$ cat src/rtl/bcd_display_scanner.sv
// Scans NUM_DIGITS double-buffered BCD digits onto one shared active-low 7-segment bus with anode strobes.
// seg_n/an_n are registered (1 clock behind prescaler/index state); no backpressure, free-running scan.
module bcd_display_scanner #(
  parameter int NUM_DIGITS   = 4,
  parameter int SCAN_DIV     = 1000,
  parameter int BLINK_FRAMES = 64
) (
  input  logic                    clk,
  input  logic                    rst_n,
  input  logic [4*NUM_DIGITS-1:0] digits_bcd,
  input  logic                    load,
  input  logic                    display_en,
  input  logic                    blank_lz,
  input  logic [NUM_DIGITS-1:0]   blink_mask,
  output logic [6:0]              seg_n,
  output logic [NUM_DIGITS-1:0]   an_n,
  output logic                    frame_done
);

  localparam int PW = (SCAN_DIV > 1) ? $clog2(SCAN_DIV) : 1;
  localparam int IW = (NUM_DIGITS > 1) ? $clog2(NUM_DIGITS) : 1;
  localparam int FW = (BLINK_FRAMES > 1) ? $clog2(BLINK_FRAMES) : 1;

  localparam logic [PW-1:0] PRESC_LAST = PW'(SCAN_DIV - 1);
  localparam logic [IW-1:0] IDX_LAST   = IW'(NUM_DIGITS - 1);
  localparam logic [FW-1:0] FRAME_LAST = FW'(BLINK_FRAMES - 1);

  logic [4*NUM_DIGITS-1:0] shadow_q, shadow_d;
  logic [4*NUM_DIGITS-1:0] disp_q, disp_d;
  logic [PW-1:0]           presc_q, presc_d;
  logic [IW-1:0]           idx_q, idx_d;
  logic [FW-1:0]           frame_cnt_q, frame_cnt_d;
  logic                    blink_phase_q, blink_phase_d;
  logic                    frame_done_q, frame_done_d;
  logic [6:0]              seg_n_q, seg_n_d;
  logic [NUM_DIGITS-1:0]   an_n_q, an_n_d;

  logic                    slot_end;
  logic                    frame_wrap;
  logic [3:0]              cur_dig;
  logic                    lz_blank;
  logic                    blink_bit;
  logic                    upper_zero;
  logic [6:0]              seg_dec;
  logic                    blank;

  // Scan sequencing and tear-free display update.
  always_comb begin
    shadow_d      = load ? digits_bcd : shadow_q;
    disp_d        = disp_q;
    presc_d       = presc_q + 1'b1;
    idx_d         = idx_q;
    frame_cnt_d   = frame_cnt_q;
    blink_phase_d = blink_phase_q;
    frame_done_d  = 1'b0;
    slot_end      = (presc_q == PRESC_LAST);
    frame_wrap    = slot_end && (idx_q == IDX_LAST);

    if (slot_end) begin
      presc_d = '0;
      idx_d   = frame_wrap ? '0 : idx_q + 1'b1;
    end

    // Display copy takes the pre-edge shadow, so a load on the wrap edge waits a frame.
    if (frame_wrap) begin
      disp_d       = shadow_q;
      frame_done_d = 1'b1;
      if (frame_cnt_q == FRAME_LAST) begin
        frame_cnt_d   = '0;
        blink_phase_d = ~blink_phase_q;
      end else begin
        frame_cnt_d = frame_cnt_q + 1'b1;
      end
    end
  end

  // Current digit select plus leading-zero run scanned from the most significant digit down.
  always_comb begin
    cur_dig    = 4'd0;
    lz_blank   = 1'b0;
    blink_bit  = 1'b0;
    upper_zero = blank_lz;
    for (int i = NUM_DIGITS - 1; i >= 0; i--) begin
      upper_zero = upper_zero && (disp_q[4*i +: 4] == 4'd0);
      if (idx_q == IW'(i)) begin
        cur_dig   = disp_q[4*i +: 4];
        lz_blank  = upper_zero && (i != 0);
        blink_bit = blink_mask[i];
      end
    end
  end

  always_comb begin
    case (cur_dig)
      4'd0:    seg_dec = 7'b0000001;
      4'd1:    seg_dec = 7'b1001111;
      4'd2:    seg_dec = 7'b0010010;
      4'd3:    seg_dec = 7'b0000110;
      4'd4:    seg_dec = 7'b1001100;
      4'd5:    seg_dec = 7'b0100100;
      4'd6:    seg_dec = 7'b0100000;
      4'd7:    seg_dec = 7'b0001101;
      4'd8:    seg_dec = 7'b0000000;
      4'd9:    seg_dec = 7'b0000100;
      default: seg_dec = 7'b1111111;
    endcase

    blank   = !display_en || (blink_bit && blink_phase_q) || lz_blank;
    seg_n_d = blank ? 7'b1111111 : seg_dec;
    // Anodes stay dark for the first cycle of every slot to avoid ghosting between digits.
    an_n_d  = (!display_en || (presc_q == '0)) ? '1 : ~(NUM_DIGITS'(1) << idx_q);
  end

  always_ff @(posedge clk or negedge rst_n) begin
    if (!rst_n) begin
      shadow_q      <= '0;
      disp_q        <= '0;
      presc_q       <= '0;
      idx_q         <= '0;
      frame_cnt_q   <= '0;
      blink_phase_q <= 1'b0;
      frame_done_q  <= 1'b0;
      seg_n_q       <= 7'b1111111;
      an_n_q        <= '1;
    end else begin
      shadow_q      <= shadow_d;
      disp_q        <= disp_d;
      presc_q       <= presc_d;
      idx_q         <= idx_d;
      frame_cnt_q   <= frame_cnt_d;
      blink_phase_q <= blink_phase_d;
      frame_done_q  <= frame_done_d;
      seg_n_q       <= seg_n_d;
      an_n_q        <= an_n_d;
    end
  end

  assign seg_n      = seg_n_q;
  assign an_n       = an_n_q;
  assign frame_done = frame_done_q;

endmodule

$ cat config.mk
export PLATFORM = sky130hd
export DESIGN_NAME = bcd_display_scanner
export DESIGN_NICKNAME = d
export VERILOG_FILES = /design/src/rtl/bcd_display_scanner.sv
export SDC_FILE = /design/constraint.sdc
export NUM_CORES = 1
export LEC_CHECK = 0
export CAP_MARGIN = 20
export CELL_PAD_IN_SITES_DETAIL_PLACEMENT = 0
export CELL_PAD_IN_SITES_GLOBAL_PLACEMENT = 1
export CORE_ASPECT_RATIO = 1.2
export CORE_MARGIN = 3
export CORE_UTILIZATION = 46
export CTS_CLUSTER_DIAMETER = 120
export DETAILED_ROUTE_END_ITERATION = 8
export PLACE_DENSITY_LB_ADDON = 0.1
export SLEW_MARGIN = 30
export SYNTH_ARGS = -nofsm -noshare
export SYNTH_HDL_FRONTEND = slang
export SYNTH_SLANG_ARGS = --single-unit
$ cat constraint.sdc
create_clock -name clk -period 5.7 [get_ports clk]
set_input_delay 0.855 -clock clk [delete_from_list [all_inputs] [get_ports clk]]
set_output_delay 0.855 -clock clk [all_outputs]
set_load 0.02 [all_outputs]
Yosys cells after proc, flatten, opt, wreduce, memory -nomap -nowiden
Memory sizes are Yosys's and may differ from the RTL's. Cells that the tools add are included.

Bits in registers: 63. Bits in latches: 0. RAM bits: 0. Bits in read-only memories: 112. Output and inout bits: 12. Logic and storage cells: 54. Memories kept: 1.

Memories: (no name shown) (depth 16, width 7, rd ports 1, clocked after memory_dff 0, write ports 0, RTL line 94) `case (cur_dig)`.

Add/subtract/negate cells: 3. $mul: 0. Divide/modulo/power cells: 0. $lt $le $gt $ge: 0. Eq/ne operators: 5. Shift-type cells: 1. Mux-type cells: 18. Bitwise gates (word level): 2. Reductions and logical operators: 15.

Operators by type and width (number): 4-bit 2-to-1 mux (5); 4-bit zero test (3); 10-bit by 1-bit adder with 10-bit output (second input constant) (1); 10-bit == test (second input constant) (1); 10-bit zero test (1); 10-bit 2-to-1 mux (1); 1-bit 2-to-1 mux (9); 7-bit 2-to-1 mux (1); 6-bit by 1-bit adder with 6-bit output (second input constant) (1); 6-bit == test (second input constant) (1); 6-bit 2-to-1 mux (1); 1-bit logical AND (5); 2-bit == test (second input constant) (2); 4-bit NOT (1); 1-bit by 2-bit << shifter with 4-bit output (first input constant) (1); 1-bit logical OR (3); 2-bit by 1-bit adder with 2-bit output (second input constant) (1); 2-bit by 1-bit == test with 1-bit output (second input constant) (1); 2-bit zero test (1); 2-bit 2-to-1 mux (1); 2-bit AND reduction (1); 1-bit zero test (1); 1-bit NOT (1).

Logic depth before layout (Yosys ltp)
Word-level depth: 9. Mapped depth: 11. Mapped depth without buffers: 10.

Worst setup path before layout
No wires, ideal clock.

Path kind: register -> register. From: register idx_q[0]. To: register seg_n_q[2] (netlist: seg_n[2]). Setup time: 0.079 ns. Arrival: 2.169 ns. Required time: 5.621 ns. Path slack: 3.452 ns. Stages on the path, launching flop included: 12. Clock period less this slack: 2.248 ns. Cell sequence: dfrtp_1 > inv_1 > ha_1 > buf_2 > nor2b_1 > a221oi_2 > nor2_1 > inv_1 > ha_1 > nor3_1 > a211oi_1 > o21ai_0.

Word-level cells in the longest chain between the ends: 9. Elaborated cells on any way between the ends: 21. Classes of those cells: eq/ne: 3; mux: 13; reduce/logical: 4; memory: 1.

Ends and longest elaborated chain: start: declaration (RTL line 31) `logic [IW-1:0] idx_q, idx_d;`; start signal: assignment (RTL line 129) `idx_q <= idx_d;`; parallel branches: the longest is 8 deep, another holds memory 16 x 7 bit; 7-bit 2-to-1 mux * (RTL line 109) `seg_n_d = blank ? 7'b1111111 : seg_dec;`; via seg_n_d[2] (RTL line 35) `logic [6:0] seg_n_q, seg_n_d;`; end signal: assignment (RTL line 133) `seg_n_q <= seg_n_d;`; end: declaration (RTL line 35).

Mark *: on every way through the listed nets, which the timed path passes. A chain may end at the register's enable or synchronous reset.

Worst setup path after layout
Same ends and word-level chain as after synthesis.

==> metrics.log <==
INFO  metric outcome = complete, no violations
INFO  metric grt-ovfl-total = 0
INFO  metric cts_htree_levels = 3
INFO  metric syn_to_final_growth = 19.3%
INFO  metric number_of_buffers_inserted_by_post_cts_setup_repair = 0
INFO  metric critical_path.reg2reg.endpoint = seg_n[2]
INFO  metric final_hold_viol_count = 0
INFO  metric ff2ff_setup_slack = approximately 3 ns
INFO  metric cts_tree = built
INFO  metric fin_setup_tns = 0 ns
INFO  metric tightest_slew = around 0.75 ns
INFO  metric synth-async-reset-ratio = between 90% and 100%
INFO  metric timing.critical_path.fanout_max = 11
INFO  metric cts_hold_repair.buffers = 0
INFO  metric combinational_family_with_the_most_area_after_synthesis = simple AND/OR/NAND/NOR gates
INFO  metric crit-reg2reg-launch = idx_q[0]
INFO  metric worst_setup_path_end_kind = register
INFO  metric worst_ep_required_time = 5.95 ns
INFO  metric synth-warning-count = 0
INFO  metric min_path_cells = 2
INFO  metric floorplan.initialDensity = approximately 49%
INFO  metric p_sw = between 0.15 and 0.2 mW
INFO  metric finalNetCount = 371
INFO  metric hpwl = between 3 and 4 mm
INFO  metric ys_seq_elements = between 60 and 70
INFO  metric ys.flop_type = sky130_fd_sc_hd__dfrtp_1
INFO  metric num_rows = 31
INFO  metric share_clk_of_total_power = between 30% and 40%
INFO  metric synth_top_area_share = between 40% and 50%
INFO  metric synth_top_cells_by_count = sky130_fd_sc_hd__nand2_1, sky130_fd_sc_hd__dfrtp_1, sky130_fd_sc_hd__mux2_2
INFO  metric antenna_found_initial = 0
INFO  metric p_sw_share = between 20% and 30%
INFO  metric hold_slack = between 0.4 and 0.5 ns
INFO  metric max_freq = roughly 380 MHz
INFO  metric synth_simple_gate_area_share = between 20% and 30%
INFO  metric clkSlewWorstSetupHoldPaths = around 0.070 ns
INFO  metric dr.first_iter.drc_count = 97
INFO  metric finClkSkew = 0.00935 ns
INFO  metric detail_route.wl_per_cell = between 10 and 15 um
INFO  metric die_area = around 7600 um^2
INFO  metric cts_max_path_buffers = 2
INFO  metric synth.lib_cells_used.distinct = 46
INFO  metric netlist_top_cells_area = sky130_fd_sc_hd__dfrtp_1, sky130_fd_sc_hd__dfstp_2, sky130_fd_sc_hd__nand2_1
INFO  metric synthesized_area_divided_by_synthesized_cell_count = 10.2 um^2
INFO  metric routed-via-count = 2151
INFO  metric intPower = between 0.6 and 0.7 mW
INFO  metric antennaDiodeCount = 0
INFO  metric finalSetupViolations = 0
INFO  metric number_of_enable_flip_flop_cells_after_synthesis = 0
INFO  metric groute.usage.overall = approximately 16%
INFO  metric post_synth_fa_ha_maj_area_fraction = under 10%
INFO  metric utilization_after_layout = about 58%
INFO  metric count_of_maximum_capacitance_violations = 0
INFO  metric yosys.area_share.xor_xnor = about 2.3%
INFO  metric power_leakage = approximately 1.6 nW
INFO  metric critical_path_arrival = 2.88 ns
INFO  metric timing.setup.critical_path_class = reg2reg
INFO  metric clock_tree.root_cell = sky130_fd_sc_hd__clkbuf_8
INFO  metric timing.critical_path.from_type = register
INFO  metric holdCritPathClass = reg2reg
INFO  metric grt_setup_unrepaired = false
INFO  metric power.combinational.fraction = about 6.0%
INFO  metric clkSinkCount = between 60 and 70
INFO  metric maxSlewViolCount = 0
INFO  metric dieWidth = between 70 and 80 um
INFO  metric pin_count_of_the_biggest_net_entering_global_routing = 64
INFO  metric port-buffer-count = 36
INFO  metric compound_gate_fraction_of_synth_area = about 9.8%
INFO  metric drive_above_1_share = between 10 and 15%
INFO  metric cellPowerDensity = between 200 and 250 nW/um^2
INFO  metric first_global_vias = roughly 2100
INFO  metric layout_min_cycle_time = 2.63 ns
INFO  metric synthesized_instance_count = 295
INFO  metric power.ir.vdd_worst = roughly 0.00019 V
INFO  metric ios = 37
INFO  metric grt_first_pass_wirelength = 9.57 mm
INFO  metric place.gp.congestion = approximately 0.78
INFO  metric die_y = around 95 um
INFO  metric drt.antenna.violating_nets = 0
INFO  metric postSynthNetCount = 333
INFO  metric yosysMostFrequentCell = sky130_fd_sc_hd__nand2_1
INFO  metric timing.hold.worst.start = disp_q[5]
INFO  metric power_frac_seq = 55.4%
INFO  metric insertion_delay = around 0.33 ns
INFO  metric detail_route.wirelength = roughly 5.3 mm
INFO  metric number_of_cts_inserted_buffers = 9
INFO  metric setup.worst_path.start = idx_q[0]
INFO  metric synth_top_cell_by_area = sky130_fd_sc_hd__dfrtp_1
INFO  metric rr_worst_depth = 10
INFO  metric syn_area = between 3000 and 4000 um^2
INFO  metric placeableCoreArea = just over 6000 um^2
INFO  metric routed_via_density = approximately 5.1
INFO  metric drt_drc_violations_left = 0
INFO  metric cts_resized = 0
INFO  metric synth.area.mux_share = between 6 and 7%
INFO  metric firstDrtPassIters = 4
INFO  metric synth_sequential_area_ratio = 52.8%
INFO  metric hold_end = disp_q[5]
INFO  metric slew_headroom = between 40% and 50%
INFO  metric period_share = ~46%
## area by class of cell
| cell class | count | area (um^2) |
|---|---|---|
| fillers | 576 | 2610 |
| flip-flops and latches | 63 | 1590 |
| multi-input cells | 209 | 1330 |
| repair buffers | 37 | 363 |
| clock buffers | 13 | 159 |
| well taps | 82 | 103 |
| inverters | 13 | 48.8 |
| clock inverters | 1 | 5.00 |
## registers in the layout (all words and copies together) (netlist names)
signal / count
disp_q: 16
shadow_q: 16
presc_q: 10
seg_n: 7
frame_cnt_q: 6
an_n: 4
idx_q: 2
blink_phase_q: 1
frame_done: 1
## kinds of logic (layout without fill, tap and decap cells)
logic type | after synthesis | in the layout
mux | 17 | 17
buf+inv | 23 | 64
xor+xnor | 8 | 8
simple gates | 128 | 128
fa+ha+maj | 13 | 13
flops | 63 | 63
compound gates | 43 | 43
## worst max path at each step
| stage | cells past startpoint | endpoint |
|---|---|---|
| floorplan | 11 | seg_n[2] |
| global placement | 10 | seg_n[2] |
| detailed placement | 5 | blink_phase_q |
| CTS | 10 | seg_n[2] |
| global route | 10 | seg_n[2] |
| finish | 10 | seg_n[2] |
## stage by stage
| step | setup slack, ns | cell area, um^2 | cells | total power [mW] |
|---|---|---|---|---|
| 4_1_cts | 3.09 | 3590 | 418 | 0.861 |
| 6_report | 3.07 | 3590 | 418 | 0.846 |
| 3_5_place_dp | 3.10 | 3430 | 404 | 0.529 |
| 2_1_floorplan | 3.45 | 3010 | 295 | 0.496 |
| 3_3_place_gp | 3.11 | 3430 | 404 | 0.528 |
| 5_1_grt | 2.84 | 3590 | 418 | 0.887 |
## layer usage
layer  vias to the layer above  wire length (um)  global-route usage (%)
met5                         -                 0                       0
met4                         0               104                    7.61
met3                        10               241                    4.20
met2                        43              2540                    27.0
met1                      1017              2420                    20.4
li1                       1081                 -                       -
## worst max-delay path, stage by stage (launching register included)
cell,delay [ns]
sky130_fd_sc_hd__dfrtp_1,0.38
sky130_fd_sc_hd__inv_1,0.10
sky130_fd_sc_hd__ha_1,0.35
sky130_fd_sc_hd__nor2b_1,0.36
sky130_fd_sc_hd__a221oi_2,0.13
sky130_fd_sc_hd__nor2_1,0.38
sky130_fd_sc_hd__inv_1,0.15
sky130_fd_sc_hd__ha_1,0.22
sky130_fd_sc_hd__nor3_1,0.20
sky130_fd_sc_hd__a211oi_1,0.08
sky130_fd_sc_hd__o21ai_0,0.19
## cell usage in the layout (no fill, tap or decap), drive strengths merged, types with 2 or more instances in the layout
cell,Yosys,final
nand2,70,70
dfrtp,52,52
clkdlybuf4s50,0,35
o21ai,17,17
mux2,16,16
inv,13,13
ha,13,13
clkbuf,5,13
nor2,12,12
dfstp,11,11
a21oi,9,9
nand3,7,7
and3,6,6
nor4,6,6
and2,5,5
nand2b,4,4
xor2,4,4
xnor2,4,4
a221oi,4,4
nor2b,3,3
or2,3,3
nand4,3,3
or3,3,3
nor3,3,3
nand3b,2,2
a311oi,2,2
buf,5,2
## power groups by stage
stage / Combinational [mW] / Sequential [mW] / Clock, mW
after floorplan: 0.0163 / 0.479 / 0
after global placement: 0.0510 / 0.477 / 0
after detailed placement: 0.0520 / 0.477 / 0
after CTS: 0.0521 / 0.469 / 0.339
after global routing: 0.0562 / 0.471 / 0.360
final: 0.0505 / 0.469 / 0.327
Note: power is estimated with default switching activity, not from simulation.
